$ cat src/rtl/arm_ctrl_pkg.sv
// Shared encodings for the multicycle ARM control unit: FSM states, ALU and
// condition codes, and datapath mux select values.
package arm_ctrl_pkg;

    localparam int unsigned STATE_W = 4;
    localparam int unsigned NZCV_W  = 4;

    typedef enum logic [STATE_W-1:0] {
        S_FETCH  = 4'd0,
        S_DECODE = 4'd1,
        S_MEMADR = 4'd2,
        S_MEMRD  = 4'd3,
        S_MEMWB  = 4'd4,
        S_MEMWR  = 4'd5,
        S_EXECR  = 4'd6,
        S_EXECI  = 4'd7,
        S_ALUWB  = 4'd8,
        S_BRANCH = 4'd9
    } state_t;

    localparam logic [1:0] ALU_ADD = 2'b00;
    localparam logic [1:0] ALU_SUB = 2'b01;
    localparam logic [1:0] ALU_AND = 2'b10;
    localparam logic [1:0] ALU_ORR = 2'b11;

    localparam logic [3:0] CMD_AND = 4'b0000;
    localparam logic [3:0] CMD_SUB = 4'b0010;
    localparam logic [3:0] CMD_ADD = 4'b0100;
    localparam logic [3:0] CMD_CMP = 4'b1010;
    localparam logic [3:0] CMD_ORR = 4'b1100;

    localparam logic [3:0] COND_EQ = 4'b0000;
    localparam logic [3:0] COND_NE = 4'b0001;
    localparam logic [3:0] COND_CS = 4'b0010;
    localparam logic [3:0] COND_CC = 4'b0011;
    localparam logic [3:0] COND_MI = 4'b0100;
    localparam logic [3:0] COND_PL = 4'b0101;
    localparam logic [3:0] COND_VS = 4'b0110;
    localparam logic [3:0] COND_VC = 4'b0111;
    localparam logic [3:0] COND_HI = 4'b1000;
    localparam logic [3:0] COND_LS = 4'b1001;
    localparam logic [3:0] COND_GE = 4'b1010;
    localparam logic [3:0] COND_LT = 4'b1011;
    localparam logic [3:0] COND_GT = 4'b1100;
    localparam logic [3:0] COND_LE = 4'b1101;
    localparam logic [3:0] COND_AL = 4'b1110;
    localparam logic [3:0] COND_NV = 4'b1111;

    localparam logic       ADR_PC     = 1'b0;
    localparam logic       ADR_ALUOUT = 1'b1;
    localparam logic [1:0] SRCA_REG   = 2'b00;
    localparam logic [1:0] SRCA_PC    = 2'b01;
    localparam logic [1:0] SRCB_WDATA = 2'b00;
    localparam logic [1:0] SRCB_IMM   = 2'b01;
    localparam logic [1:0] SRCB_FOUR  = 2'b10;
    localparam logic [1:0] RES_ALUOUT = 2'b00;
    localparam logic [1:0] RES_DATA   = 2'b01;
    localparam logic [1:0] RES_ALURES = 2'b10;

    localparam logic [3:0] REG_PC = 4'd15;

endpackage

$ cat src/rtl/cond_check.sv
// Evaluates an ARM condition field against the stored NZCV flags.
module cond_check
    import arm_ctrl_pkg::*;
(
    input  logic [3:0] Cond,
    input  logic [3:0] NZCV,
    output logic       CondEx
);

    logic n, z, c, v;
    assign {n, z, c, v} = NZCV;

    always_comb begin
        CondEx = 1'b0;
        case (Cond)
            COND_EQ: CondEx = z;
            COND_NE: CondEx = ~z;
            COND_CS: CondEx = c;
            COND_CC: CondEx = ~c;
            COND_MI: CondEx = n;
            COND_PL: CondEx = ~n;
            COND_VS: CondEx = v;
            COND_VC: CondEx = ~v;
            COND_HI: CondEx = c & ~z;
            COND_LS: CondEx = ~c | z;
            COND_GE: CondEx = (n == v);
            COND_LT: CondEx = (n != v);
            COND_GT: CondEx = ~z & (n == v);
            COND_LE: CondEx = z | (n != v);
            COND_AL: CondEx = 1'b1;
            COND_NV: CondEx = 1'b0;
        endcase
    end

endmodule

$ cat src/rtl/multicycle_control_unit.sv
// Moore sequencer for the multicycle ARM datapath; owns the NZCV flags and
// gates architectural writes of instructions whose condition fails.
module multicycle_control_unit
    import arm_ctrl_pkg::*;
(
    input  logic       CLK,
    input  logic       RST_N,
    input  logic [3:0] Cond,
    input  logic [1:0] Op,
    input  logic [5:0] Funct,
    input  logic [3:0] Rd,
    input  logic [3:0] ALUFlags,
    output logic       PCWrite,
    output logic       IRWrite,
    output logic       MemWrite,
    output logic       RegWrite,
    output logic       AdrSrc,
    output logic [1:0] ALUSrcA,
    output logic [1:0] ALUSrcB,
    output logic [1:0] ResultSrc,
    output logic [1:0] ALUControl,
    output logic [1:0] ImmSrc,
    output logic [1:0] RegSrc,
    output logic [3:0] State
);

    state_t            state_q, state_d;
    logic [NZCV_W-1:0] flags_q, flags_d;
    logic              cond_ex_q, cond_ex_d;
    logic              cond_ex_c;
    logic [1:0]        alu_ctrl_c, flag_w_c;
    logic              no_write_c, wb_en_c, wb_pc_c, wb_reg_c;
    logic              pc_write_c, ir_write_c, mem_write_c, reg_write_c;

    cond_check u_cond_check (
        .Cond   (Cond),
        .NZCV   (flags_q),
        .CondEx (cond_ex_c)
    );

    // Data-processing command decode: ALU op, flag-write mask, writeback suppression.
    always_comb begin
        alu_ctrl_c = ALU_ADD;
        flag_w_c   = 2'b00;
        no_write_c = 1'b0;
        case (Funct[4:1])
            CMD_ADD: begin alu_ctrl_c = ALU_ADD; flag_w_c = {Funct[0], Funct[0]}; end
            CMD_SUB: begin alu_ctrl_c = ALU_SUB; flag_w_c = {Funct[0], Funct[0]}; end
            CMD_AND: begin alu_ctrl_c = ALU_AND; flag_w_c = {Funct[0], 1'b0}; end
            CMD_ORR: begin alu_ctrl_c = ALU_ORR; flag_w_c = {Funct[0], 1'b0}; end
            CMD_CMP: begin alu_ctrl_c = ALU_SUB; flag_w_c = 2'b11; no_write_c = 1'b1; end
            default: no_write_c = 1'b1;
        endcase
    end

    assign wb_en_c  = cond_ex_q & ~((Op == 2'b00) & no_write_c);
    assign wb_pc_c  = wb_en_c & (Rd == REG_PC);
    assign wb_reg_c = wb_en_c & (Rd != REG_PC);

    // Flags are captured as the execute state retires; CondEx latched in DECODE.
    always_comb begin
        flags_d   = flags_q;
        cond_ex_d = cond_ex_q;
        if (state_q == S_DECODE) cond_ex_d = cond_ex_c;
        if ((state_q == S_EXECR || state_q == S_EXECI) && cond_ex_q) begin
            if (flag_w_c[1]) flags_d[3:2] = ALUFlags[3:2];
            if (flag_w_c[0]) flags_d[1:0] = ALUFlags[1:0];
        end
    end

    always_comb begin
        state_d     = state_q;
        pc_write_c  = 1'b0;
        ir_write_c  = 1'b0;
        mem_write_c = 1'b0;
        reg_write_c = 1'b0;
        AdrSrc      = ADR_PC;
        ALUSrcA     = SRCA_REG;
        ALUSrcB     = SRCB_WDATA;
        ResultSrc   = RES_ALUOUT;
        ALUControl  = ALU_ADD;
        case (state_q)
            S_FETCH: begin
                ir_write_c = 1'b1;
                pc_write_c = 1'b1;
                ALUSrcA    = SRCA_PC;
                ALUSrcB    = SRCB_FOUR;
                ResultSrc  = RES_ALURES;
                state_d    = S_DECODE;
            end
            S_DECODE: begin
                ALUSrcA = SRCA_PC;
                ALUSrcB = SRCB_FOUR;
                case (Op)
                    2'b00:   state_d = Funct[5] ? S_EXECI : S_EXECR;
                    2'b01:   state_d = S_MEMADR;
                    2'b10:   state_d = S_BRANCH;
                    default: state_d = S_FETCH;
                endcase
            end
            S_MEMADR: begin
                ALUSrcB = SRCB_IMM;
                state_d = Funct[0] ? S_MEMRD : S_MEMWR;
            end
            S_MEMRD: begin
                AdrSrc  = ADR_ALUOUT;
                state_d = S_MEMWB;
            end
            S_MEMWB: begin
                ResultSrc   = RES_DATA;
                pc_write_c  = wb_pc_c;
                reg_write_c = wb_reg_c;
                state_d     = S_FETCH;
            end
            S_MEMWR: begin
                AdrSrc      = ADR_ALUOUT;
                mem_write_c = cond_ex_q;
                state_d     = S_FETCH;
            end
            S_EXECR: begin
                ALUControl = alu_ctrl_c;
                state_d    = S_ALUWB;
            end
            S_EXECI: begin
                ALUSrcB    = SRCB_IMM;
                ALUControl = alu_ctrl_c;
                state_d    = S_ALUWB;
            end
            S_ALUWB: begin
                pc_write_c  = wb_pc_c;
                reg_write_c = wb_reg_c;
                state_d     = S_FETCH;
            end
            S_BRANCH: begin
                ALUSrcB    = SRCB_IMM;
                ResultSrc  = RES_ALURES;
                pc_write_c = cond_ex_q;
                state_d    = S_FETCH;
            end
            default: state_d = S_FETCH;
        endcase
    end

    always_ff @(posedge CLK or negedge RST_N) begin
        if (!RST_N) begin
            state_q   <= S_FETCH;
            flags_q   <= '0;
            cond_ex_q <= 1'b0;
        end else begin
            state_q   <= state_d;
            flags_q   <= flags_d;
            cond_ex_q <= cond_ex_d;
        end
    end

    // Reset kills write enables immediately, even mid-instruction.
    assign PCWrite  = pc_write_c  & RST_N;
    assign IRWrite  = ir_write_c  & RST_N;
    assign MemWrite = mem_write_c & RST_N;
    assign RegWrite = reg_write_c & RST_N;

    assign ImmSrc = (Op == 2'b11) ? 2'b00 : Op;
    assign RegSrc = (Op == 2'b10) ? 2'b01 :
                    ((Op == 2'b01) && !Funct[0]) ? 2'b10 : 2'b00;
    assign State  = 4'(state_q);

endmodule

$ cat config.mk
export PLATFORM = sky130hd
export DESIGN_NAME = multicycle_control_unit
export DESIGN_NICKNAME = d
export VERILOG_FILES = /design/src/rtl/arm_ctrl_pkg.sv /design/src/rtl/cond_check.sv /design/src/rtl/multicycle_control_unit.sv
export SDC_FILE = /design/constraint.sdc
export NUM_CORES = 1
export LEC_CHECK = 0
export BUFFER_PORTS_ARGS = -buffer_cell sky130_fd_sc_hd__buf_2
export CAP_MARGIN = 20
export CORE_MARGIN = 2
export CORE_UTILIZATION = 41
export CTS_BUF_LIST = sky130_fd_sc_hd__clkbuf_4
export DETAILED_ROUTE_END_ITERATION = 8
export GPL_TIMING_DRIVEN = 0
export HOLD_SLACK_MARGIN = 0.03
export PLACE_DENSITY = 0.77
export SYNTH_ARGS = -nofsm -noshare
export SYNTH_HDL_FRONTEND = slang
export SYNTH_SLANG_ARGS = --single-unit
$ cat constraint.sdc
create_clock -name CLK -period 1.9 [get_ports CLK]
set_input_delay 0.095 -clock CLK [delete_from_list [all_inputs] [get_ports CLK]]
set_output_delay 0.095 -clock CLK [all_outputs]
set_load 0.02 [all_outputs]
==> run summary <==
die area - 2340 µm²
RSZ-0062 raised after global routing - true
Chip Height - 48.3 µm
setup slack after layout - 0.00149 ns
fin nets - 171
grt ovf - 0
Hold Fails Final Rpt - 0
Final HPWL DP - 1580 µm
Area growth syn-to-layout - 36.8%
critical-path maximum fanout - 3
vias per std cell - 5.17
CTS tree - done
Die Width - 48.3 µm
Hold WS - 0.0467 ns
outcome - finished, final reports clean
Register Area - 229 µm²
post-placement cell area - 1050 µm²
setup violators final - 0
synthesized area per cell - 7.98 µm²
multi-input combinational cell area - 546 µm²
WL per Instance - 12.0 µm
cell taking the most area after synthesis - dfrtp_1
WP data arrival - 2.05 ns
Main synth FF type - dfrtp_1
Worst VDD drop - 1.19 mV
Total GRT Usage - 19.3%
crit path launch type - flip-flop
Inserted Clock Buffers - 3
Syn Nets - 123
kind of critical path - flip-flop to flip-flop
layout cells sized above 1 - 39.2%
final WL - 2100 µm
I/O pin count - 43
final number of max-transition violations - 0
vias in the first global route - 815
Synth top area share - 28.0%
Synth Register Bits - 9
Static Leak - 0.536 nW
final worst-path cycle share - 99.9%
Worst-Skew Late Latency - 0.27 ns
Critical Path Source - State[3]
Required @ worst endpoint - 2.05 ns
fillcell total - 180
largest net degree at the start of global routing - 14
n_diodes - 0
synthesized area - 806 µm²
Synth area leaders - dfrtp_1 28%, nor2b_1 7.0%, nor3_1 6.8%
initial antenna violation count - 0
Post-synth ARST share - 100%
gpl congestion - 0.854
Core Area - 1900 µm²
Cell variety after synth - 37
Cells after Synth - 101
CTS H-Tree Depth - 1
port buffer count - 41
Max Cap Violations - 0
Final ANT Viol Nets - 0
design area - 1100 µm²
P per Cell Area - 1410 nW/µm²
number of flops mapped to enable cells by yosys - 0
clock-pin slew on the worst setup and hold paths - 0.06 ns
Worst Skew - 0.00192 ns
DRT iter0 DRCs - 5
fmax - 0.527 GHz
first-pass GRT wire length - 3520 µm
crit path capture type - flip-flop
Crit Reg-Reg Startpoint - State[3]
total number of vias - 905
Pre-Repair DR Iteration Count - 4
Post-synth top cells - 11 x nor3_1, 9 x dfrtp_1, 9 x nor2_1, 9 x nor2b_1, 7 x nand2_1
DR DRC count - 0
root buf cell - clkbuf_4
minimum clock period - 1.90 ns
worst min path class - primary input to flip-flop
Hold Path Origin - ALUFlags[3]
pre-CTS setup slack - -0.0576 ns
most common cell in the netlist - nor3_1
Core Rows - 16
total power - 1.56 mW
Clock Path Buffers - 2
sequential share of the synthesized area - 28.0%
Yosys Warn Count - 0
Starting Density - 42.4%
CTS Sinks - 9
[timing repair]
action,4_1_cts,5_1_grt
gates resized for setup,2,1
hold buffers,1,0
endpoints found under the setup margin,5,4
setup buffers,2,0
endpoints found under the hold margin,9,0
pin swaps,0,0
[flip-flops by register name (all words and copies together) (netlist names)]
name / cells
State: 4
flags_q: 4
cond_ex_q: 1
[worst paths after layout]
path	end	slack, ns	depth (start not counted)
hold reg to reg	flags_q[1]	0.51	1
setup / recovery	flags_q[2]	0.001	5
hold / removal	flags_q[3]	0.05	2
setup reg to reg	flags_q[2]	0.001	5
min in group asynchronous	State[2]	0.25	2
max in group asynchronous	State[0]	1.42	2
[cell families after synthesis]
logic type,after synthesis,synth area share (%)
AND/OR/NAND/NOR,52,36.3
AO/OA/AOI/OAI,21,18.3
flip-flops,9,28.0
buffers and inverters,8,4.66
XOR/XNOR,5,5.44
multiplexers,5,6.83
other,1,0.465
[critical path, stage by stage (launching register included)]
cell and delay, ns:
dfrtp_2 0.41, nand2b_4 0.14, or3b_4 0.38, or2_4 0.25
a2111oi_4 0.24, mux2_1 0.36
[cells in the final DEF, fill, tap and decap left out, drive strengths merged, types with 2 or more instances in the layout]
| master | n |
|---|---|
| nand2 | 7 |
| xor2 | 3 |
| nor3 | 11 |
| nor2b | 9 |
| a21oi | 6 |
| nor2 | 9 |
| nand4 | 2 |
| buf | 46 |
| clkbuf | 6 |
| o21ai | 6 |
| inv | 2 |
| a211oi | 2 |
| dfrtp | 9 |
| xnor2 | 2 |
| mux2 | 4 |
| nand2b | 5 |
[stage by stage]
stage | setup TNS, ns | instances | util (%)
global placement | -0.0570 | 169 | 55.1
floorplan | -0.0580 | 101 | -
detailed placement | -0.111 | 169 | 55.1
finish | 0 | 175 | 58.0
global route | -0.226 | 175 | 58.0
CTS | -0.00133 | 175 | 58.0
[routing by layer]
metal | share of wire [%] | global-route usage (%) | vias up
met4 | 0.91 | 8.10 | 0
met3 | 5.2 | 5.86 | 5
met5 | 0 | 0 | -
li1 | - | - | 458
met2 | 52 | 33.3 | 25
met1 | 42 | 22.2 | 417
[final cells by class]
type	count	area share (%)
Multi-Input combinational cell	84	49.5
Timing Repair Buffer	44	20.9
Sequential cell	9	20.8
Tap cell	27	3.06
Clock buffer	4	2.72
Buffer	5	2.38
Inverter	2	0.681
[report_power, final]
part | leakage [nW] | switching [mW] | internal (mW) | total (mW)
Combinational | 0.404 | 0.593 | 0.391 | 0.985
Clock | 0.0184 | 0.0725 | 0.0956 | 0.168
Sequential | 0.114 | 0.122 | 0.280 | 0.402
Total | 0.536 | 0.788 | 0.767 | 1.56
Note: power is estimated with default switching activity, not from simulation.
